File: config.mk
export PLATFORM = sky130hd
export DESIGN_NAME = datapath_sequencer
export DESIGN_NICKNAME = d
export VERILOG_FILES = /design/src/rtl/cpu_ctrl_pkg.sv /design/src/rtl/seq_opcode_decode.sv /design/src/rtl/datapath_sequencer.sv
export SDC_FILE = /design/constraint.sdc
export NUM_CORES = 1
export LEC_CHECK = 0
export CAP_MARGIN = 10
export CORE_UTILIZATION = 41
export DETAILED_ROUTE_END_ITERATION = 12
export GPL_TIMING_DRIVEN = 0
export HOLD_SLACK_MARGIN = 0.03
export PLACE_DENSITY = 0.86
export SETUP_SLACK_MARGIN = 0.02
export SYNTH_ARGS = -nofsm -noshare
export SYNTH_HDL_FRONTEND = slang
export SYNTH_SLANG_ARGS = --single-unit
export TNS_END_PERCENT = 10
File: constraint.sdc
create_clock -name clk -period 6.4 [get_ports clk]
set_input_delay 1.28 -clock clk [delete_from_list [all_inputs] [get_ports clk]]
set_output_delay 1.28 -clock clk [all_outputs]
set_load 0.01 [all_outputs]
File: src/rtl/cpu_ctrl_pkg.sv
// Shared definitions for the datapath sequencer: opcodes, ALU ops, states,
// instruction classes and bus/write-enable bit positions.
package cpu_ctrl_pkg;

   // Opcodes, ir[31:27]
   localparam logic [4:0] OP_LD   = 5'b00000;
   localparam logic [4:0] OP_LDI  = 5'b00001;
   localparam logic [4:0] OP_ST   = 5'b00010;
   localparam logic [4:0] OP_ADD  = 5'b00011;
   localparam logic [4:0] OP_SUB  = 5'b00100;
   localparam logic [4:0] OP_AND  = 5'b00101;
   localparam logic [4:0] OP_OR   = 5'b00110;
   localparam logic [4:0] OP_SHR  = 5'b00111;
   localparam logic [4:0] OP_SHL  = 5'b01000;
   localparam logic [4:0] OP_ROR  = 5'b01001;
   localparam logic [4:0] OP_ROL  = 5'b01010;
   localparam logic [4:0] OP_ADDI = 5'b01011;
   localparam logic [4:0] OP_ANDI = 5'b01100;
   localparam logic [4:0] OP_ORI  = 5'b01101;
   localparam logic [4:0] OP_MUL  = 5'b01110;
   localparam logic [4:0] OP_DIV  = 5'b01111;
   localparam logic [4:0] OP_NEG  = 5'b10000;
   localparam logic [4:0] OP_NOT  = 5'b10001;
   localparam logic [4:0] OP_MFHI = 5'b11000;
   localparam logic [4:0] OP_MFLO = 5'b11001;
   localparam logic [4:0] OP_NOP  = 5'b11010;
   localparam logic [4:0] OP_HALT = 5'b11011;

   // ALU operations
   localparam logic [3:0] ALU_ADD = 4'd0;
   localparam logic [3:0] ALU_SUB = 4'd1;
   localparam logic [3:0] ALU_AND = 4'd2;
   localparam logic [3:0] ALU_OR  = 4'd3;
   localparam logic [3:0] ALU_SHR = 4'd4;
   localparam logic [3:0] ALU_SHL = 4'd5;
   localparam logic [3:0] ALU_ROR = 4'd6;
   localparam logic [3:0] ALU_ROL = 4'd7;
   localparam logic [3:0] ALU_MUL = 4'd8;
   localparam logic [3:0] ALU_DIV = 4'd9;
   localparam logic [3:0] ALU_NEG = 4'd10;
   localparam logic [3:0] ALU_NOT = 4'd11;
   localparam logic [3:0] ALU_INC = 4'd12;

   typedef enum logic [3:0] {
      S_IDLE, S_F0, S_F1, S_FW, S_F2, S_T3, S_T4, S_T5, S_T6, S_T7, S_HALT
   } state_t;

   typedef enum logic [3:0] {
      CL_ALU, CL_IMM, CL_LD, CL_LDI, CL_ST, CL_MULDIV, CL_UNARY,
      CL_MFHI, CL_MFLO, CL_NOP, CL_HALT, CL_BAD
   } op_class_t;

   // Bus source bits (0-15 are R0-R15)
   localparam logic [4:0] BS_HI  = 5'd16;
   localparam logic [4:0] BS_LO  = 5'd17;
   localparam logic [4:0] BS_ZHI = 5'd18;
   localparam logic [4:0] BS_ZLO = 5'd19;
   localparam logic [4:0] BS_PC  = 5'd20;
   localparam logic [4:0] BS_MDR = 5'd21;
   localparam logic [4:0] BS_INP = 5'd22;
   localparam logic [4:0] BS_C   = 5'd23;

   // Write-enable bits (0-15 are R0-R15)
   localparam logic [4:0] DE_HI  = 5'd16;
   localparam logic [4:0] DE_LO  = 5'd17;
   localparam logic [4:0] DE_Z   = 5'd18;
   localparam logic [4:0] DE_PC  = 5'd19;
   localparam logic [4:0] DE_MDR = 5'd20;
   localparam logic [4:0] DE_IR  = 5'd21;
   localparam logic [4:0] DE_RY  = 5'd22;
   localparam logic [4:0] DE_MAR = 5'd23;

   // One-hot vector with a single bit at position idx
   function automatic logic [23:0] onehot24(input logic [4:0] idx);
      onehot24 = 24'd1 << idx;
   endfunction

endpackage

File: src/rtl/seq_opcode_decode.sv
// Combinational opcode decoder: instruction class, ALU op and legality.
module seq_opcode_decode
   import cpu_ctrl_pkg::*;
(
   input  logic [4:0] i_opcode,
   output op_class_t  o_class,
   output logic [3:0] o_alu_op,
   output logic       o_legal
);

   // Map each opcode to its class and ALU operation; unknown opcodes stay illegal
   always_comb begin
      o_class  = CL_BAD;
      o_alu_op = ALU_ADD;
      o_legal  = 1'b0;
      case (i_opcode)
         OP_LD:   begin o_class = CL_LD;     o_legal = 1'b1; end
         OP_LDI:  begin o_class = CL_LDI;    o_legal = 1'b1; end
         OP_ST:   begin o_class = CL_ST;     o_legal = 1'b1; end
         OP_ADD:  begin o_class = CL_ALU;    o_alu_op = ALU_ADD; o_legal = 1'b1; end
         OP_SUB:  begin o_class = CL_ALU;    o_alu_op = ALU_SUB; o_legal = 1'b1; end
         OP_AND:  begin o_class = CL_ALU;    o_alu_op = ALU_AND; o_legal = 1'b1; end
         OP_OR:   begin o_class = CL_ALU;    o_alu_op = ALU_OR;  o_legal = 1'b1; end
         OP_SHR:  begin o_class = CL_ALU;    o_alu_op = ALU_SHR; o_legal = 1'b1; end
         OP_SHL:  begin o_class = CL_ALU;    o_alu_op = ALU_SHL; o_legal = 1'b1; end
         OP_ROR:  begin o_class = CL_ALU;    o_alu_op = ALU_ROR; o_legal = 1'b1; end
         OP_ROL:  begin o_class = CL_ALU;    o_alu_op = ALU_ROL; o_legal = 1'b1; end
         OP_ADDI: begin o_class = CL_IMM;    o_alu_op = ALU_ADD; o_legal = 1'b1; end
         OP_ANDI: begin o_class = CL_IMM;    o_alu_op = ALU_AND; o_legal = 1'b1; end
         OP_ORI:  begin o_class = CL_IMM;    o_alu_op = ALU_OR;  o_legal = 1'b1; end
         OP_MUL:  begin o_class = CL_MULDIV; o_alu_op = ALU_MUL; o_legal = 1'b1; end
         OP_DIV:  begin o_class = CL_MULDIV; o_alu_op = ALU_DIV; o_legal = 1'b1; end
         OP_NEG:  begin o_class = CL_UNARY;  o_alu_op = ALU_NEG; o_legal = 1'b1; end
         OP_NOT:  begin o_class = CL_UNARY;  o_alu_op = ALU_NOT; o_legal = 1'b1; end
         OP_MFHI: begin o_class = CL_MFHI;   o_legal = 1'b1; end
         OP_MFLO: begin o_class = CL_MFLO;   o_legal = 1'b1; end
         OP_NOP:  begin o_class = CL_NOP;    o_legal = 1'b1; end
         OP_HALT: begin o_class = CL_HALT;   o_legal = 1'b1; end
         default: begin o_class = CL_BAD;    o_alu_op = ALU_ADD; o_legal = 1'b0; end
      endcase
   end

endmodule

File: src/rtl/datapath_sequencer.sv
// Hardwired control unit stepping the single-bus datapath through
// fetch, decode and execute, one bus source per cycle.
module datapath_sequencer
   import cpu_ctrl_pkg::*;
#(
   parameter int BUS_SRC_W = 24,
   parameter int DST_W     = 24
)(
   input  logic                 clk,
   input  logic                 reset,
   input  logic                 run,
   input  logic [31:0]          ir,
   input  logic                 mem_ready,
   output logic [BUS_SRC_W-1:0] bus_src,
   output logic [DST_W-1:0]     dst_en,
   output logic [3:0]           alu_op,
   output logic                 md_read,
   output logic                 mem_read,
   output logic                 mem_write,
   output logic                 busy,
   output logic                 halted,
   output logic                 illegal
);

   state_t     r_state;
   state_t     w_next;
   state_t     w_boundary;
   op_class_t  w_class;
   logic [3:0] w_alu;
   logic       w_legal;
   logic [4:0] w_ra;
   logic [4:0] w_rb;
   logic [4:0] w_rc;
   logic [23:0] w_bus;
   logic [23:0] w_dst;
   logic       w_set_halt;
   logic       w_set_illegal;
   logic       r_halted;
   logic       r_illegal;
   logic       w_unused;

   seq_opcode_decode u_decode (
      .i_opcode (ir[31:27]),
      .o_class  (w_class),
      .o_alu_op (w_alu),
      .o_legal  (w_legal)
   );

   assign w_ra       = {1'b0, ir[26:23]};
   assign w_rb       = {1'b0, ir[22:19]};
   assign w_rc       = {1'b0, ir[18:15]};
   assign w_boundary = run ? S_F0 : S_IDLE;
   // Immediate bits go to the datapath C path, not to the controller
   assign w_unused   = ^{ir[14:0], w_legal};

   // Next-state and strobe decode from the current state and IR
   always_comb begin
      w_next        = r_state;
      w_bus         = 24'd0;
      w_dst         = 24'd0;
      alu_op        = ALU_ADD;
      md_read       = 1'b0;
      mem_read      = 1'b0;
      mem_write     = 1'b0;
      busy          = 1'b1;
      w_set_halt    = 1'b0;
      w_set_illegal = 1'b0;
      case (r_state)
         S_IDLE: begin
            busy = 1'b0;
            if (run) w_next = S_F0;
            else     w_next = S_IDLE;
         end
         S_F0: begin
            w_bus  = onehot24(BS_PC);
            w_dst  = onehot24(DE_MAR) | onehot24(DE_Z);
            alu_op = ALU_INC;
            w_next = S_F1;
         end
         S_F1: begin
            w_bus    = onehot24(BS_ZLO);
            w_dst    = onehot24(DE_PC);
            mem_read = 1'b1;
            w_next   = S_FW;
         end
         S_FW: begin
            mem_read = 1'b1;
            md_read  = 1'b1;
            if (mem_ready) begin
               w_dst  = onehot24(DE_MDR);
               w_next = S_F2;
            end else begin
               w_next = S_FW;
            end
         end
         S_F2: begin
            w_bus  = onehot24(BS_MDR);
            w_dst  = onehot24(DE_IR);
            w_next = S_T3;
         end
         S_T3: begin
            case (w_class)
               CL_MFHI: begin
                  w_bus  = onehot24(BS_HI);
                  w_dst  = onehot24(w_ra);
                  w_next = w_boundary;
               end
               CL_MFLO: begin
                  w_bus  = onehot24(BS_LO);
                  w_dst  = onehot24(w_ra);
                  w_next = w_boundary;
               end
               CL_NOP:  w_next = w_boundary;
               CL_HALT: begin
                  w_set_halt = 1'b1;
                  w_next     = S_HALT;
               end
               CL_BAD: begin
                  w_set_halt    = 1'b1;
                  w_set_illegal = 1'b1;
                  w_next        = S_HALT;
               end
               default: begin
                  w_bus  = onehot24(w_rb);
                  w_dst  = onehot24(DE_RY);
                  w_next = S_T4;
               end
            endcase
         end
         S_T4: begin
            w_dst  = onehot24(DE_Z);
            alu_op = w_alu;
            w_next = S_T5;
            case (w_class)
               CL_ALU, CL_MULDIV: w_bus = onehot24(w_rc);
               CL_UNARY:          w_bus = onehot24(w_rb);
               default:           w_bus = onehot24(BS_C);
            endcase
         end
         S_T5: begin
            w_bus = onehot24(BS_ZLO);
            case (w_class)
               CL_MULDIV: begin
                  w_dst  = onehot24(DE_LO);
                  w_next = S_T6;
               end
               CL_LD, CL_ST: begin
                  w_dst  = onehot24(DE_MAR);
                  w_next = S_T6;
               end
               default: begin
                  w_dst  = onehot24(w_ra);
                  w_next = w_boundary;
               end
            endcase
         end
         S_T6: begin
            case (w_class)
               CL_MULDIV: begin
                  w_bus  = onehot24(BS_ZHI);
                  w_dst  = onehot24(DE_HI);
                  w_next = w_boundary;
               end
               CL_LD: begin
                  mem_read = 1'b1;
                  md_read  = 1'b1;
                  if (mem_ready) begin
                     w_dst  = onehot24(DE_MDR);
                     w_next = S_T7;
                  end else begin
                     w_next = S_T6;
                  end
               end
               CL_ST: begin
                  w_bus  = onehot24(w_ra);
                  w_dst  = onehot24(DE_MDR);
                  w_next = S_T7;
               end
               default: w_next = w_boundary;
            endcase
         end
         S_T7: begin
            case (w_class)
               CL_LD: begin
                  w_bus  = onehot24(BS_MDR);
                  w_dst  = onehot24(w_ra);
                  w_next = w_boundary;
               end
               CL_ST: begin
                  mem_write = 1'b1;
                  if (mem_ready) w_next = w_boundary;
                  else           w_next = S_T7;
               end
               default: w_next = w_boundary;
            endcase
         end
         S_HALT: begin
            busy   = 1'b0;
            w_next = S_HALT;
         end
         default: begin
            busy   = 1'b0;
            w_next = S_IDLE;
         end
      endcase
   end

   assign bus_src = BUS_SRC_W'(w_bus);
   assign dst_en  = DST_W'(w_dst);
   assign halted  = r_halted;
   assign illegal = r_illegal;

   // State register and sticky halt/illegal flags
   always_ff @(posedge clk or negedge reset) begin
      if (!reset) begin
         r_state   <= S_IDLE;
         r_halted  <= 1'b0;
         r_illegal <= 1'b0;
      end else begin
         r_state   <= w_next;
         r_halted  <= r_halted | w_set_halt;
         r_illegal <= r_illegal | w_set_illegal;
      end
   end

endmodule
Yosys cells after proc, flatten, opt, wreduce, memory -nomap -nowiden:

Index checks and enable logic that the tools add are counted.

* shifts and indexed selects: 3
* bitwise operators: 2
* mux-type cells: 33
* reduce and logical (&&, ||, !) cells: 19
* equal/unequal tests: 40
* multiply operators: 0
* div/mod/pow operators: 0
* $lt $le $gt $ge: 0
* add/subtract/negate cells: 0

Operator list (count)
* $pmux W24 S9: 1
* $pmux W24 S2: 4
* $pmux W24 S7: 1
* $pmux W4 S11: 3
* $pmux W24 S3: 1
* $shl A1 B4 Y24 const A: 3
* $pmux W21 S3: 1
* $eq A5 B4 Y1 const B: 8
* $eq A4 B3 Y1 const B: 8
* $eq A5 B5 Y1 const B: 6
* $eq A4 B4 Y1 const B: 7
* $mux W24: 1
* $pmux W4 S2: 3
* $mux W22: 1
* $mux W21: 1
* $eq A5 B3 Y1 const B: 4
* $reduce_or A2 Y1: 10
* $eq A4 B2 Y1 const B: 3
* $mux W4: 3
* $reduce_or A3 Y1: 4
* $eq A5 B2 Y1 const B: 2
* $mux W1: 10
* $reduce_or A9 Y1: 1
* $logic_not A4 Y1: 2
* 7 further kinds: 9

* memory bits (read-only): 0
* word-level logic and storage cells: 100
* memory bits (writable): 0
* bits of input ports: 36
* bits in latches: 0
* memories kept: 0
* register bits after elaboration: 6

Depth between registers and ports, before layout:

* word-level depth: 8
* mapped depth: 6

Cells and area by module:

A second synthesis with hierarchy kept.

* cell total of the unflattened synthesis: 252
* area total of the unflattened synthesis: 1699.1 µm²

Modules (own cells, without submodules)
* datapath_sequencer: area each 1451.4 µm², times used 1, seq. area each 150.1 µm², cells each 212
* seq_opcode_decode: area each 247.7 µm², times used 1, seq. area each 0.0 µm², cells each 40

Worst setup path after synthesis:

Ideal clock, no wire load.

* kind: input to output
* start point: input port ir[29]
* end point: output port bus_src[7]
* path slack: 2.411 ns
* stages on the path: 5
* buffers on the path: 1
* arrival time: 2.709 ns
* data required time: 5.120 ns
* cell sequence: clkbuf_1 or4_1 or4_4 a2bb2oi_1 o21ai_0

* word-level cells in the longest chain between the ends: 7
* elaborated cells between the ends (all ways): 42

Ends and longest elaborated chain
* from (decl): RTL line datapath_sequencer.sv:12 `input logic [31:0] ir,`
* $eq A5 B2 Y1 (tied with other cells)
* $reduce_or A8 Y1 (no source line) (tied with other cells)
* $pmux W4 S11 *: RTL line seq_opcode_decode.sv:16 `case (i_opcode)`
* $eq A4 B4 Y1 (tied with other cells): RTL line datapath_sequencer.sv:102 `case (w_class)`
* $reduce_or A3 Y1 (no source line) / $reduce_or A2 Y1 (equally long branches)
* $pmux W24 S3 / $pmux W24 S2 (equally long branches): RTL line datapath_sequencer.sv:102, datapath_sequencer.sv:134
* $pmux W24 S7 *: RTL line datapath_sequencer.sv:68 `case (r_state)`
* to (decl): RTL line datapath_sequencer.sv:14 `output logic [BUS_SRC_W-1:0] bus_src,`

Every way passes the cells marked *; elsewhere a longest branch is shown, timed or not.

Final worst setup path:

* start point: input port ir[31]
* end point: output port bus_src[8]

The elaborated chain is that of the path after synthesis.

==> reports/summary.txt <==
outcome: finished clean
CP max stage delay: 680 ps
Fmax: 187 MHz
CORE AREA: 0.00347 sq mm
TritonRoute pass-1 iters: 5
standard-cell rows: 21
crit share post-route: 83.6%
Clock Path Buffers: 2
Top cell by count, worst path: clkdlybuf4s50_1
register area share after synthesis: 9.73%
Tot Pwr: 0.516 mW
vias per cell: 6.19
# H-tree levels: 1
PostCTS Resize Cnt: 0
number of flops mapped to enable cells by yosys: 0
maxcap violations: 0
Gate power share: 74.5%
Startpoint Class: primary input
slowest CP cell: a211oi_2
critical path peak fanout: 10
post-DP HPWL: 4.80 mm
pwr dens: 216 mW/mm^2
largest net degree at the start of global routing: 11
leakage power: 0.801 nW
share of the synthesized area in the top cell type: 9.73%
CP Buf/Inv Count: 3
die height: 63.3 um
DR WL/cell: 16.4 um
FF-to-FF Start: r_state[0]$_DFF_PN0_
Int Power: 0.269 mW
share of flip-flops with an asynchronous set or reset: 100%
CTS tree: done
top post-synthesis cells by area: dfrtp_1 (9.7%), nor2_1 (8.8%), nor3_1 (6.2%), nand2_1 (5.6%), nand2b_1 (5.3%)
latest clock arrival within the worst-skew pair: 230 ps
Final #Nets: 364
final wirelength: 6.10 mm
GRT Overall Usage: 29.7%
final hold viol count: 0
Main synth FF type: dfrtp_1
maximum vdd ir drop: 281 uV
CP Class: in -> out
WP data required: 5120 ps
synthesized area: 0.00154 sq mm
Ys Warns: 0
worst min-delay path category: reg -> reg
Num CTS Buffers: 3
area leader, netlist: dfrtp_1
ant diodes: 0
Setup violations, final: 0
Slew Limit Fails: 0
post-synthesis cell type count: 55
worst-path cell chain: clkdlybuf4s50_1 -> clkbuf_1 -> nand3b_1 -> a211oi_2 -> a22oi_1 -> o21ai_0 -> clkdlybuf4s50_1
Switching Share: 48.0%
Worst Path Arrival: 4070 ps
Die X-Extent: 63.3 um
CTS Sinks: 6
1st-iter DRT viols: 240
DP Area: 0.00235 sq mm
vias in the first global route: 1,952
DR vias: 2,301
# IOs: 94
Fin Clk Skew: 4.92 ps
share of cells above drive strength 1: 4.29%
antenna violations before repair: 0
Final Critical Period: 5350 ps
Cell Count, Final, Fillers Out: 372
family with the most delay on the worst path: buffers and inverters
crit end category: primary output
switching power: 0.248 mW
GPL Wtd Cong: 0.978
unrepaired setup endpoints after global routing: false
Final Instance Area: 0.00239 sq mm
setup tns final: 0 ps
Initial Utilization: 44.5%
Layout Area Growth over Synthesis: 55.1%
Clk network pwr share: 11.7%
Setup crit start: ir[31]
clk root buf: clkbuf_8
gr ovfl total: 0
Rel. slew slack: 46.1%
port bufs: 75
Mapped Avg Cell Area: 6.22 sq um
Seq pwr share: 13.8%
die footprint: 0.00401 sq mm
# DRC: 0
first-pass GRT wire length: 9.51 mm
Yosys reg bits: 6
clk slew on worst S/H paths: 40 ps
Final ANT Viol Nets: 0
Hold Path Origin: illegal$_DFF_PN0_
syn nets: 284
setup bufs post-CTS: 0
Mapped Cells: 248
hold-fix buffers at CTS: 0
DP Cell Count: 369
Slew @ Worst Pin: 803 ps
==> registers in the layout, indices dropped and copies added, names as in the netlist <==
signal and count:
halted 1, illegal 1, r_state 4
==> worst paths after layout <==
check	slack (ps)	cells past startpoint	endpoint
max	1050	7	bus_src[8]
min reg2reg	470	1	illegal$_DFF_PN0_
min in group asynchronous	1310	1	r_state[1]$_DFF_PN0_
max in group asynchronous	4850	1	r_state[2]$_DFF_PN0_
min	470	1	illegal$_DFF_PN0_
max reg2reg	4610	5	r_state[0]$_DFF_PN0_
==> final cells by class <==
type | instances | area (sq um)
multi-input cells | 217 | 1290
fillers | 322 | 1080
repair buffers | 75 | 751
flip-flops and latches | 6 | 150
plain buffers | 16 | 67.6
well taps | 46 | 57.6
clock buffers | 3 | 41.3
inverters | 9 | 33.8
==> routing by layer <==
layer  GRT usage (%)  wire length (um)
met1            42.7              2730
met2            44.5              2680
met3            5.07               612
met4            9.09                83
met5               0                 0
==> layout by cell type, fill, tap and decap left out, types with 3 or more instances in the layout <==
master and n:
nor4_1 5, nand2_1 23, nand4b_1 3, o221ai_1 9, o2111ai_1 4, nand4_1 10
nand3_1 7, nand2b_1 13, nor2b_1 12, and3_1 5, clkdlybuf4s50_1 75, clkbuf_8 3
dfrtp_1 6, o21ai_0 13, clkbuf_1 11, nor3_1 19, inv_1 9, o211ai_1 3
a21oi_1 10, xor2_1 3, nor2_1 36, and2_1 3
==> power groups by stage <==
stage	clock network (mW)	logic (mW)	registers [mW]
CTS	0.0604	0.380	0.0702
global route	0.0620	0.417	0.0739
finish	0.0606	0.384	0.0713
global placement	0	0.376	0.0711
detailed placement	0	0.378	0.0705
floorplan	0	0.212	0.0695
==> kinds of logic after synthesis <==
family | after synthesis | synth area share, %
flip-flops | 6 | 9.73
AO/OA/AOI/OAI | 61 | 29.2
multiplexers | 2 | 1.30
XOR/XNOR | 4 | 2.27
AND/OR/NAND/NOR | 149 | 50.7
other | 1 | 0.243
buffers and inverters | 25 | 6.57
==> through the flow <==
| stage | setup slack (ps) | utilization (%) | hold slack, ps |
|---|---|---|---|
| after detailed placement | 1100 | 67.8 | 467 |
| after global routing | 830 | 69.0 | 486 |
| after global placement | 1120 | 67.8 | 464 |
| after floorplan | 2410 | - | 513 |
| final | 1050 | 69.0 | 469 |
| after CTS | 1100 | 69.0 | 475 |
==> synth_stat cells, drive strengths merged (2+ instances only) <==
library cell  count
mux2i             2
nor3             19
nand4            10
nand3b            2
o221ai            9
inv               9
o2111ai           4
a32oi             2
nor4              5
o211ai            3
or4               2
clkbuf           12
nand2            23
xor2              3
nand4b            3
and3              5
a221oi            2
nor2b            12
o21ai            14
nand3             7
dfrtp             6
or3               2
or2               3
and2              3
buf               4
o22ai             2
nor2             36
o21bai            2
a21oi            10
nand2b           13
No activity file was read; power rests on OpenSTA's default activity.
